## src/rtl/clk_enable_network.sv

```systemverilog
// ---------------------------------------------------------------------------
// clk_enable_network
//
// Multi-channel clock-enable generator running entirely in the clk domain.
// Each channel divides one of four tick sources by a programmable ratio and
// emits a one-cycle enable pulse and an LED-style toggle at every wrap.
// Source selects come from raw switches. They are synchronised and debounced,
// then applied only at a channel's terminal count, so a channel never
// produces a shortened or doubled period while it switches.
//
// Ports:
//   clk            single system clock, rising edge
//   rst            synchronous active-high reset
//   sel_in         raw switch selects, channel i at [2i+1:2i]
//                  (0 every cycle, 1 div-2 strobe, 2 previous channel, 3 hold)
//   div_max_in     terminal count per channel, channel i at [i*CNT_W +: CNT_W]
//   ch_en_o        one-cycle enable pulse per channel wrap
//   ch_toggle_o    flips at every wrap
//   sel_active_o   select currently applied to each channel
//   sel_switched_o one-cycle pulse when a pending select is applied
// ---------------------------------------------------------------------------
module clk_enable_network #(
   parameter int         NUM_CH          = 3,
   parameter int         CNT_W           = 26,
   parameter int         DEBOUNCE_CYCLES = 50000,
   parameter logic [1:0] RESET_SEL       = 2'b00
) (
   input  logic                    clk,
   input  logic                    rst,
   input  logic [2*NUM_CH-1:0]     sel_in,
   input  logic [NUM_CH*CNT_W-1:0] div_max_in,
   output logic [NUM_CH-1:0]       ch_en_o,
   output logic [NUM_CH-1:0]       ch_toggle_o,
   output logic [2*NUM_CH-1:0]     sel_active_o,
   output logic [NUM_CH-1:0]       sel_switched_o
);

   localparam int                  DB_W    = (DEBOUNCE_CYCLES > 1) ? $clog2(DEBOUNCE_CYCLES) : 1;
   localparam logic [DB_W-1:0]     DB_LAST = DB_W'(DEBOUNCE_CYCLES - 1);
   localparam logic [2*NUM_CH-1:0] SEL_RST = {NUM_CH{RESET_SEL}};

   typedef enum logic [1:0] {
      SRC_EVERY = 2'd0,
      SRC_DIV2  = 2'd1,
      SRC_CHAIN = 2'd2,
      SRC_HOLD  = 2'd3
   } src_e;

   logic [2*NUM_CH-1:0] sync1;
   logic [2*NUM_CH-1:0] sync2;
   logic [2*NUM_CH-1:0] sel_req;
   logic [DB_W-1:0]     db_cnt;
   logic                div2;

   // Switch input path shared by all channels. The bus is brought into the
   // clk domain with two flops, and any change of the synchronised value
   // restarts the debounce count. Once the value has sat still long enough
   // (db_cnt saturated and no new change arriving) it is copied into
   // sel_req. The div-2 phase register also lives here because every
   // channel in div-2 mode shares the same strobe.
   always_ff @(posedge clk) begin
      if (rst) begin
         sync1   <= SEL_RST;
         sync2   <= SEL_RST;
         sel_req <= SEL_RST;
         db_cnt  <= '0;
         div2    <= 1'b0;
      end else begin
         sync1 <= sel_in;
         sync2 <= sync1;
         div2  <= ~div2;
         if (sync1 != sync2) begin
            db_cnt <= '0;
         end else if (db_cnt == DB_LAST) begin
            sel_req <= sync2;
         end else begin
            db_cnt <= db_cnt + DB_W'(1);
         end
      end
   end

   for (genvar i = 0; i < NUM_CH; i++) begin : g_ch
      logic             tick;
      logic             wrap;
      logic             apply;
      logic             chain_src;
      logic [CNT_W-1:0] cnt;
      logic [CNT_W-1:0] max_shadow;
      logic             en_q;
      logic             tog_q;
      logic             sw_q;
      src_e             act_q;
      src_e             req;

      // Channel 0 has no upstream channel, so chain mode behaves like
      // "every cycle" there.
      if (i == 0) begin : g_first
         assign chain_src = 1'b1;
      end else begin : g_next
         assign chain_src = ch_en_o[i-1];
      end

      assign req = src_e'(sel_req[2*i +: 2]);

      // Tick source selected by the applied select. Hold produces no ticks.
      always_comb begin
         tick = 1'b0;
         case (act_q)
            SRC_EVERY: tick = 1'b1;
            SRC_DIV2:  tick = div2;
            SRC_CHAIN: tick = chain_src;
            default:   tick = 1'b0;
         endcase
      end

      // A pending select is applied at the wrap so the current period always
      // completes. A held channel has no wraps to wait for, so it switches
      // on the next cycle instead and keeps its count.
      assign wrap  = tick && (cnt == max_shadow);
      assign apply = (req != act_q) && (wrap || (act_q == SRC_HOLD));

      // Divider counter, shadowed terminal count and registered outputs.
      // The terminal count is only sampled at reset, wrap or select apply,
      // so a new div_max_in mid-count never truncates the running period.
      always_ff @(posedge clk) begin
         if (rst) begin
            cnt        <= '0;
            max_shadow <= div_max_in[i*CNT_W +: CNT_W];
            en_q       <= 1'b0;
            tog_q      <= 1'b0;
            sw_q       <= 1'b0;
            act_q      <= src_e'(RESET_SEL);
         end else begin
            en_q <= wrap;
            sw_q <= apply;
            if (wrap) begin
               cnt   <= '0;
               tog_q <= ~tog_q;
            end else if (tick) begin
               cnt <= cnt + CNT_W'(1);
            end
            if (wrap || apply) begin
               max_shadow <= div_max_in[i*CNT_W +: CNT_W];
            end
            if (apply) begin
               act_q <= req;
            end
         end
      end

      assign ch_en_o[i]             = en_q;
      assign ch_toggle_o[i]         = tog_q;
      assign sel_switched_o[i]      = sw_q;
      assign sel_active_o[2*i +: 2] = act_q;
   end

endmodule

```

## config.mk

```make
export PLATFORM = sky130hd
export DESIGN_NAME = clk_enable_network
export DESIGN_NICKNAME = d
export VERILOG_FILES = /design/src/rtl/clk_enable_network.sv
export SDC_FILE = /design/constraint.sdc
export NUM_CORES = 1
export LEC_CHECK = 0
export BUFFER_PORTS_ARGS = -buffer_cell sky130_fd_sc_hd__buf_2
export CORE_MARGIN = 2
export CORE_UTILIZATION = 55
export DETAILED_ROUTE_END_ITERATION = 16
export PLACE_DENSITY = 0.87
export SLEW_MARGIN = 40
export SYNTH_ARGS = -nofsm -noshare
export SYNTH_HDL_FRONTEND = slang
export SYNTH_SLANG_ARGS = --single-unit
```

## constraint.sdc

```tcl
create_clock -name clk -period 3.8 [get_ports clk]
set_clock_uncertainty 0.2 [all_clocks]
set_input_delay 0.57 -clock clk [delete_from_list [all_inputs] [get_ports clk]]
set_output_delay 0.57 -clock clk [all_outputs]
set_load 0.02 [all_outputs]
```

==> impl_metrics.env, run 1 <==
export IMPL_status="completed"
export IMPL_ios=101
export IMPL_grt_pass1_wl_um=29040
export IMPL_hold_path_startpoint="div_max_in[74]"
export IMPL_critPathMaxStageDelay_ps=540
export IMPL_antenna_found_initial=0
export IMPL_finalInstanceArea_um2=10320
export IMPL_cts_clk_slew_worst_paths_ps=60
export IMPL_ys_types=52
export IMPL_crit_chain="xor2_1 -> nor4_1 -> nand4_2 -> o21ai_4 -> buf_4 -> nand2b_1 -> buf_4"
export IMPL_cts_hold_buf=0
export IMPL_post_place_ws_ps=997.7
export IMPL_finalCritPeriodShare_pct=75.03
export IMPL_syn_cell_area_um2=8950
export IMPL_combPwrFrac_pct=3.8
export IMPL_synth_fp_nets=909
export IMPL_tns_ps=0
export IMPL_final_setup_worst_slack_ps=948.8
export IMPL_syn_avg_cell_area_um2=10.93
export IMPL_clock_latency_ps=500
export IMPL_num_vias=6153
export IMPL_grt_usage_pct=20.14
export IMPL_nFillCells=1253
export IMPL_p_per_area_nw_per_um2=447.0
export IMPL_worstSetupEndpointType="flip-flop"
export IMPL_grt_pass1_vias=5996
export IMPL_synth_edf_count=78
export IMPL_irDropWorstVdd_mv=0.3682
export IMPL_placed_area_um2=9615
export IMPL_timing_rr_start="g_ch[1].cnt[20]"
export IMPL_hold_viol=0
export IMPL_dieArea_um2=17310
export IMPL_cts_tree="done"
export IMPL_layout_cells_non_filler=1154
export IMPL_cp_arrival_ps=2810
export IMPL_first_pass_iters=5
export IMPL_regArea_um2=4905
export IMPL_crit_type="flip-flop to flip-flop"
export IMPL_layout_drive_gt1_share_pct=17.59
export IMPL_wl_per_cell_um=15.09
export IMPL_holdPathStages=1
export IMPL_synth_ff_latch_count=206
export IMPL_routed_wl_um=17410
export IMPL_antenna_diode_count=0
export IMPL_hpwl_um=12190
export IMPL_synthToLayoutAreaGrowth_pct=15.29
export IMPL_clock_power_share_pct=44.1
export IMPL_yosysTopAreaCellShare_pct=28.63
export IMPL_grt_overflow=0
export IMPL_r2r_end="g_ch[1].max_shadow[1]"
export IMPL_ant_nets=0
export IMPL_vias_per_cell=5.332
export IMPL_synth_cells=819
export IMPL_clockBufferDepth=3
export IMPL_synthTopCellsByArea="dfxtp_1 29%, edfxtp_1 26%, xor2_1 12%"
export IMPL_core_area_um2=15890
export IMPL_dp_cells=1113
export IMPL_gp_congestion=0.8576
export IMPL_hp_class="input pin to flip-flop"
export IMPL_cp_required_ps=3750
export IMPL_cp_max_fo=27
export IMPL_switching_share_pct=20.69
export IMPL_yosysSeqAreaShare_pct=54.80
export IMPL_ys_flop_type="dfxtp_1"
export IMPL_worstHoldEndpoint="g_ch[2].max_shadow[22]"
export IMPL_async_flop_share_pct=0
export IMPL_die_y_um=131.6
export IMPL_cts_buffers=22
export IMPL_timing_reg2reg_setup_slack_ps=950
export IMPL_root_buffer="clkbuf_16"
export IMPL_max_slew_margin_pct=55.55
export IMPL_grt_max_degree=34
export IMPL_slew_viol_final=0
export IMPL_drc=0
export IMPL_rsz0062_at_grt="no"
export IMPL_row_count=46
export IMPL_io_buffers=100
export IMPL_finalSetupViolations=0
export IMPL_dr_first_iter_drc_count=392
export IMPL_critPathSlowestCell="nor4_1"
export IMPL_postCtsSetupRepairBufs=0
export IMPL_worst_pin_slew_ps=666.8
export IMPL_cts_sinks=206
export IMPL_leakagePower_nw=3.977
export IMPL_initial_core_util_pct=56.34
export IMPL_nets=1012
export IMPL_cap_violations=0
export IMPL_fmax_mhz=350.7
export IMPL_multi_input_area_um2=3806
export IMPL_post_synth_top_area_cell="dfxtp_1"
export IMPL_sequentialPowerShare_pct=52.1
export IMPL_crit_path_start_kind="flip-flop"
export IMPL_path_common_cell="buf_4"
export IMPL_p_sw_w=0.0009542
export IMPL_total_power_w=0.004613
export IMPL_fin_crit_ps=2851
export IMPL_cts_repair_resized=0
export IMPL_yosysWarnings=0
export IMPL_r2r_cells=7
export IMPL_fp_dieW_um=131.6
export IMPL_htree_levels=1
export IMPL_p_int_w=0.003659
-- state kept, by name, indices dropped and copies added (netlist names) --
signal / cells
g_ch.act_q: 6
db_cnt: 16
div2: 1
g_ch.max_shadow: 78
sync1: 6
g_ch.tog_q: 3
g_ch.sw_q: 3
sync2: 6
g_ch.en_q: 3
g_ch.cnt: 78
sel_req: 6
-- power groups by stage --
| stage | Sequential, W | Clock (W) | Combinational [W] |
|---|---|---|---|
| global placement | 0.00245 | 0 | 0.000172 |
| CTS | 0.00240 | 0.00209 | 0.000178 |
| finish | 0.00240 | 0.00204 | 0.000176 |
| detailed placement | 0.00245 | 0 | 0.000176 |
| floorplan | 0.00244 | 0 | 0.000106 |
| global route | 0.00241 | 0.00218 | 0.000197 |
-- logic make-up (layout without fill, tap and decap cells) --
kind of cell / Yosys count / in the layout / synth area share [%]
AOI/OAI and AO/OA: 64 / 64 / 5.620
xor gates and xnor gates: 166 / 166 / 16.24
adders and majority gates: 4 / 4 / 0.5592
buffers and inverters: 50 / 169 / 2.796
DFF: 206 / 206 / 54.80
muxes: 9 / 9 / 1.007
and+or+nand+nor: 320 / 320 / 18.97
-- cell usage in the layout (no fill, tap or decap), types with 3 or more instances in the layout --
cell	instances
a2111oi_2	3
a211oi_1	3
a21oi_1	21
and2_1	5
and3_1	11
and4_1	10
buf_2	101
buf_4	9
clkbuf_1	8
clkbuf_16	23
clkinv_1	3
clkinv_2	3
dfxtp_1	128
edfxtp_1	78
ha_1	4
inv_1	18
mux2i_1	9
nand2_1	40
nand2b_1	3
nand3_1	39
nand4_1	28
nand4_2	4
nor2_1	103
nor2b_1	15
nor3_1	11
nor4_1	27
o211ai_1	4
o21ai_0	16
or3_1	11
xnor2_1	43
xor2_1	123
-- cell type report --
| cell class | count | share of cell area [%] |
|---|---|---|
| tap | 216 | 2.619 |
| timing repair buffer | 110 | 5.554 |
| clock inverter | 7 | 0.5820 |
| inverter | 19 | 0.6912 |
| sequential | 206 | 47.53 |
| multi-input combinational | 563 | 36.89 |
| clock buffer | 33 | 6.136 |
-- worst max-delay path: cells and delay by family, from the launching register on --
family	cells	cell delay, ps
xor gates and xnor gates	1	180
DFF	1	360
AOI/OAI and AO/OA	1	190
buffers and inverters	2	630
and+or+nand+nor	3	940
-- per-stage QoR --
| step | util [%] | hold WS (ps) |
|---|---|---|
| finish | 64.96 | 43.36 |
| global route | 64.96 | 24.27 |
| CTS | 64.89 | 22.13 |
| detailed placement | 60.53 | 274.0 |
| global placement | 60.49 | 271.1 |
| floorplan | - | 256.2 |
-- synthesized netlist by cell type, types with 11 or more instances --
| cell type | n |
|---|---|
| o21ai_0 | 16 |
| edfxtp_1 | 78 |
| a21oi_1 | 21 |
| nor3_1 | 11 |
| nand2_1 | 40 |
| nand4_1 | 28 |
| nor2_1 | 103 |
| nor4_1 | 27 |
| dfxtp_1 | 128 |
| and3_1 | 11 |
| clkbuf_1 | 13 |
| or3_1 | 11 |
| nand3_1 | 39 |
| nor2b_1 | 15 |
| inv_1 | 18 |
| buf_4 | 11 |
| xor2_1 | 123 |
| xnor2_1 | 43 |
-- worst max-delay path by stage --
stage,startpoint,end,slack [ps],depth (start not counted)
finish,g_ch[1].cnt[20],g_ch[1].max_shadow[1],950,7
global route,g_ch[1].max_shadow[13],g_ch[1].max_shadow[1],830,7
CTS,g_ch[1].max_shadow[13],g_ch[1].max_shadow[1],960,7
detailed placement,g_ch[1].max_shadow[13],g_ch[1].max_shadow[19],1000,7
global placement,g_ch[1].max_shadow[20],g_ch[1].max_shadow[25],1020,7
floorplan,g_ch[1].act_q[0],g_ch[1].max_shadow[0],920,5
-- per-layer routing --
layer / routed length, um / part of all wire [%] / up-vias / track usage [%]
met5: 0 / 0 / - / 0
met4: 402 / 2.3 / 0 / 5.918
met3: 897 / 5.2 / 31 / 3.742
met2: 8349 / 48 / 169 / 33.68
met1: 7765 / 45 / 2898 / 26.78
li1: - / - / 3055 / -
Power figures use the tool's default switching activity.
==> run 2: changes to the inputs <==
==> constraint.sdc (replaced) <==
create_clock -name clk -period 2.7 [get_ports clk]
set_clock_uncertainty 0.2 [all_clocks]
set_input_delay 0.405 -clock clk [delete_from_list [all_inputs] [get_ports clk]]
set_output_delay 0.405 -clock clk [all_outputs]
set_load 0.02 [all_outputs]
==> impl_metrics.env, run 2 (synthesis gave the netlist of run 1 again) <==
export IMPL_cts_repair_resized=0
export IMPL_final_cell_mix="128 x dfxtp_1, 123 x xor2_1, 103 x nor2_1"
export IMPL_layout_cells_non_filler=1248
export IMPL_placed_area_um2=9719
export IMPL_hpwl_um=12830
export IMPL_die_y_um=131.6
export IMPL_sequentialPowerShare_pct=49.9
export IMPL_clock_power_share_pct=44.8
export IMPL_cp_top_family="simple AND/OR/NAND/NOR gates"
export IMPL_cts_buffers=23
export IMPL_final_common_cell="dfxtp_1"
export IMPL_worstSetupEndpointType="flip-flop"
export IMPL_switching_share_pct=20.96
export IMPL_fmax_mhz=413.1
export IMPL_hold_ws_ps=102.7
export IMPL_antenna_diode_count=0
export IMPL_total_power_w=0.006771
export IMPL_finalCritPeriodShare_pct=89.66
export IMPL_critPathMaxStageDelay_ps=550
export IMPL_root_buffer="clkbuf_16"
export IMPL_max_slew_margin_pct=49.33
export IMPL_cts_tree="done"
export IMPL_grt_pass1_vias=6778
export IMPL_hp_class="input pin to flip-flop"
export IMPL_crit_path_start_kind="flip-flop"
export IMPL_cap_violations=0
export IMPL_worst_pin_slew_ps=759.3
export IMPL_grt_max_degree=27
export IMPL_num_vias=6602
export IMPL_crit_type="flip-flop to flip-flop"
export IMPL_critPathSlowestCell="nor4_1"
export IMPL_grt_pass1_wl_um=32750
export IMPL_clock_latency_ps=500
export IMPL_nets=1106
export IMPL_reg_largest_list="g_ch.cnt: 78 flops, g_ch.max_shadow: 78 flops, db_cnt: 16 flops"
export IMPL_core_area_um2=15890
export IMPL_drc=0
export IMPL_initial_core_util_pct=56.34
export IMPL_ios=101
export IMPL_cp_required_ps=2700
export IMPL_cts_sinks=206
export IMPL_dp_cells=1123
export IMPL_io_buffers=100
export IMPL_finalInstanceArea_um2=11300
export IMPL_synthToLayoutAreaGrowth_pct=26.28
export IMPL_slew_viol_final=0
export IMPL_p_per_area_nw_per_um2=599.1
export IMPL_htree_levels=1
export IMPL_dr_first_iter_drc_count=437
export IMPL_grt_overflow=0
export IMPL_dieArea_um2=17310
export IMPL_irDropWorstVdd_mv=0.5024
export IMPL_antenna_found_initial=0
export IMPL_first_pass_iters=5
export IMPL_p_sw_w=0.001419
export IMPL_leakagePower_nw=4.417
export IMPL_nFillCells=1104
export IMPL_rsz0062_at_grt="no"
export IMPL_hold_viol=0
export IMPL_cp_arrival_ps=2420
export IMPL_crit_chain="xor2_1 -> nor4_1 -> nand4_1 -> or2_1 -> nand3_2 -> buf_12"
export IMPL_cts_clk_slew_worst_paths_ps=60
export IMPL_finalSetupViolations=0
export IMPL_fin_crit_ps=2421
export IMPL_tns_ps=0
export IMPL_clockBufferDepth=3
export IMPL_ant_nets=0
export IMPL_wl_per_cell_um=15.68
export IMPL_status="completed"
export IMPL_combPwrFrac_pct=5.3
export IMPL_worst_path_buf_inv=1
export IMPL_vias_per_cell=5.290
export IMPL_routed_wl_um=19570
export IMPL_gp_congestion=0.8328
export IMPL_grt_usage_pct=22.95
export IMPL_timing_reg2reg_setup_slack_ps=280
export IMPL_cp_max_fo=26
export IMPL_fp_dieW_um=131.6
export IMPL_p_int_w=0.005351
export IMPL_layout_drive_gt1_share_pct=17.25
export IMPL_row_count=46
## run 2: changes by cell type in the layout (fill, tap and decap cells not counted), sizes merged
cell and change:
clkinv +1, inv +1, clkinvlp -1, dlygate4sd3 +84, buf +9
## run 2: worst paths after layout
check | start | endpoint | depth (start not counted)
min reg2reg | sync1[0] | sync2[0] | 1
max reg2reg | g_ch[0].cnt[20] | g_ch[0].max_shadow[21] | 6
max | g_ch[0].cnt[20] | g_ch[0].max_shadow[21] | 6
min | rst | g_ch[0].en_q | 2
## run 2: power groups by stage
stage	clock network, W	registers (W)	logic, W
6_report	0.00303	0.00338	0.000356
3_3_place_gp	0	0.00344	0.000250
2_1_floorplan	0	0.00343	0.000150
3_5_place_dp	0	0.00345	0.000257
5_1_grt	0.00322	0.00339	0.000390
4_1_cts	0.00307	0.00338	0.000352
## run 2: timing repair
action                                  in CTS  in global routing
endpoints found under the setup margin       0                  0
setup buffers                                0                  0
hold endpoints to repair                    84                  0
hold buffers                                84                  0
## run 2: cell type report
cell class / instances / area (um^2) / share of cell area, %
clock buffers: 33 / 674.4 / 5.967
clock inverters: 8 / 67.56 / 0.5978
inverters: 19 / 71.32 / 0.6310
multi-input cells: 563 / 3805 / 33.67
flip-flops and latches: 206 / 4905 / 43.40
well taps: 216 / 270.3 / 2.391
repair buffers: 203 / 1509 / 13.35
## run 2: through the flow
| stage | utilization, % | worst slack, ps |
|---|---|---|
| after global routing | 71.15 | 144.7 |
| after CTS | 71.15 | 342.0 |
| after detailed placement | 61.18 | 333.4 |
| after global placement | 61.18 | 409.5 |
| after floorplan | - | 102.3 |
| final | 71.15 | 279.2 |
## run 2: per-layer routing
layer | vias up | global-route usage [%] | part of all wire [%]
met3 | 47 | 4.128 | 5.8
li1 | 3249 | - | -
met5 | - | 0 | 0
met1 | 3102 | 29.30 | 42
met2 | 204 | 39.21 | 49
met4 | 0 | 8.031 | 3.1
==> run 3: changes to the inputs <==
--- a/config.mk
+++ b/config.mk
@@ -5,11 +5,12 @@
 export SDC_FILE = /design/constraint.sdc
 export NUM_CORES = 1
 export LEC_CHECK = 0
-export BUFFER_PORTS_ARGS = -buffer_cell sky130_fd_sc_hd__buf_2
+export BUFFER_PORTS_ARGS = -buffer_cell sky130_fd_sc_hd__clkbuf_2
 export CORE_MARGIN = 2
-export CORE_UTILIZATION = 55
+export CORE_UTILIZATION = 40
 export DETAILED_ROUTE_END_ITERATION = 16
-export PLACE_DENSITY = 0.87
+export HOLD_SLACK_MARGIN = 0.1
+export PLACE_DENSITY = 0.69
 export SLEW_MARGIN = 40
 export SYNTH_ARGS = -nofsm -noshare
 export SYNTH_HDL_FRONTEND = slang
==> impl_metrics.env, run 3 (synthesis gave the netlist of run 1 again) <==
export IMPL_status="completed"
export IMPL_initial_core_util_pct=40.88
export IMPL_max_slew_margin_pct=53.49
export IMPL_slew_viol_final=0
export IMPL_critical_path_depth=6
export IMPL_layout_drive_gt1_share_pct=17.20
export IMPL_synthToLayoutAreaGrowth_pct=27.86
export IMPL_cts_buffers=24
export IMPL_finalInstanceArea_um2=11440
export IMPL_worstSetupStartpoint="g_ch[2].act_q[0]"
export IMPL_critPathSlowestCell="a2111oi_4"
export IMPL_reg_largest_list="g_ch.cnt: 78 flops, g_ch.max_shadow: 78 flops, db_cnt: 16 flops"
export IMPL_final_cell_mix="128 x dfxtp_1, 123 x xor2_1, 103 x nor2_1"
export IMPL_fp_dieW_um=153.6
export IMPL_p_sw_w=0.001446
export IMPL_critPathMaxStageDelay_ps=420
export IMPL_clock_power_share_pct=46.2
export IMPL_grt_usage_pct=16.38
export IMPL_worst_path_buf_inv=1
export IMPL_crit_chain="nand2b_1 -> a2111oi_4 -> nand4_2 -> o21ai_4 -> nand2b_2 -> buf_12"
export IMPL_clock_latency_ps=510
export IMPL_cts_tree="done"
export IMPL_io_buffers=100
export IMPL_cp_required_ps=2700
export IMPL_htree_levels=1
export IMPL_root_buffer="clkbuf_16"
export IMPL_irDropWorstVdd_mv=0.4635
export IMPL_grt_overflow=0
export IMPL_hp_class="input pin to flip-flop"
export IMPL_placed_area_um2=9812
export IMPL_timing_rr_start="g_ch[2].act_q[0]"
export IMPL_crit_type="flip-flop to flip-flop"
export IMPL_core_area_um2=21890
export IMPL_p_per_area_nw_per_um2=607.4
export IMPL_fmax_mhz=425.8
export IMPL_sequentialPowerShare_pct=48.6
export IMPL_nets=1107
export IMPL_rsz0062_at_grt="no"
export IMPL_routed_wl_um=19500
export IMPL_postCtsSetupRepairBufs=0
export IMPL_timing_reg2reg_setup_slack_ps=350
export IMPL_grt_pass1_vias=6511
export IMPL_row_count=54
export IMPL_antenna_found_initial=0
export IMPL_combPwrFrac_pct=5.2
export IMPL_r2r_cells=6
export IMPL_hold_ws_ps=145.7
export IMPL_endpoint="g_ch[2].max_shadow[21]"
export IMPL_cp_arrival_ps=2350
export IMPL_hold_viol=0
export IMPL_fin_crit_ps=2349
export IMPL_hpwl_um=13300
export IMPL_num_vias=6432
export IMPL_dieArea_um2=23590
export IMPL_cts_sinks=206
export IMPL_dr_first_iter_drc_count=308
export IMPL_cp_max_fo=26
export IMPL_grt_pass1_wl_um=32000
export IMPL_final_common_cell="dfxtp_1"
export IMPL_finalSetupViolations=0
export IMPL_worst_pin_slew_ps=696.9
export IMPL_cap_violations=0
export IMPL_tns_ps=0
export IMPL_p_int_w=0.005505
export IMPL_cts_clk_slew_worst_paths_ps=60
export IMPL_leakagePower_nw=4.449
export IMPL_grt_max_degree=27
export IMPL_crit_path_start_kind="flip-flop"
export IMPL_ant_nets=0
export IMPL_worstSetupEndpointType="flip-flop"
export IMPL_antenna_diode_count=0
export IMPL_drc=0
export IMPL_clockBufferDepth=3
export IMPL_first_pass_iters=4
export IMPL_vias_per_cell=4.891
export IMPL_r2r_end="g_ch[2].max_shadow[21]"
export IMPL_wl_per_cell_um=14.83
export IMPL_gp_congestion=0.7781
export IMPL_cp_top_family="simple AND/OR/NAND/NOR gates"
export IMPL_finalCritPeriodShare_pct=86.99
export IMPL_die_y_um=153.6
export IMPL_ios=101
export IMPL_switching_share_pct=20.80
-- run 3: per-stage QoR --
stage                     total power [W]  instances  setup slack (ps)  utilization [%]
after global placement           0.003703       1187             374.9            44.82
after CTS                        0.007036       1315             333.9            52.27
after floorplan                  0.003578        819             102.3                -
after global routing             0.007223       1315             176.4            52.27
after detailed placement         0.003708       1187             322.2            44.82
final                            0.006951       1315             351.3            52.27
-- run 3: area by class of cell --
cell class              count  area, um^2
clock buffers              28       646.9
clock inverters            16       143.9
fillers                  1926       10450
inverters                  19       71.32
multi-input cells         563        3805
flip-flops and latches    206        4905
well taps                 280       350.3
repair buffers            203        1521
-- run 3: power by group through the flow --
| stage | sequential, W | clock [W] | combinational [W] |
|---|---|---|---|
| 3_5_place_dp | 0.00344 | 0 | 0.000263 |
| 2_1_floorplan | 0.00343 | 0 | 0.000150 |
| 3_3_place_gp | 0.00344 | 0 | 0.000261 |
| 4_1_cts | 0.00338 | 0.00330 | 0.000361 |
| 6_report | 0.00338 | 0.00321 | 0.000360 |
| 5_1_grt | 0.00339 | 0.00344 | 0.000395 |
-- run 3: worst min-delay path by stage --
stage / startpoint / endpoint / cells after the start
floorplan: div2 / div2 / 1
global placement: sync1[4] / sync2[4] / 1
detailed placement: sync1[1] / sync2[1] / 1
CTS: rst / div2 / 2
global route: rst / g_ch[0].tog_q / 2
finish: rst / div2 / 2
-- run 3: layer usage --
| layer | vias up | share of wire, % | wire length [um] | track usage (%) |
|---|---|---|---|---|
| met5 | - | 0 | 0 | 0 |
| li1 | 3263 | - | - | - |
| met2 | 121 | 48 | 9304 | 28.11 |
| met1 | 3015 | 45 | 8809 | 21.18 |
| met3 | 33 | 4.9 | 963 | 3.157 |
| met4 | 0 | 2.2 | 420 | 4.500 |
-- run 3: repair_timing --
item | in CTS | in global routing
endpoints found under the hold margin | 84 | 0
hold buffers | 84 | 0
gates resized for setup | 0 | 0
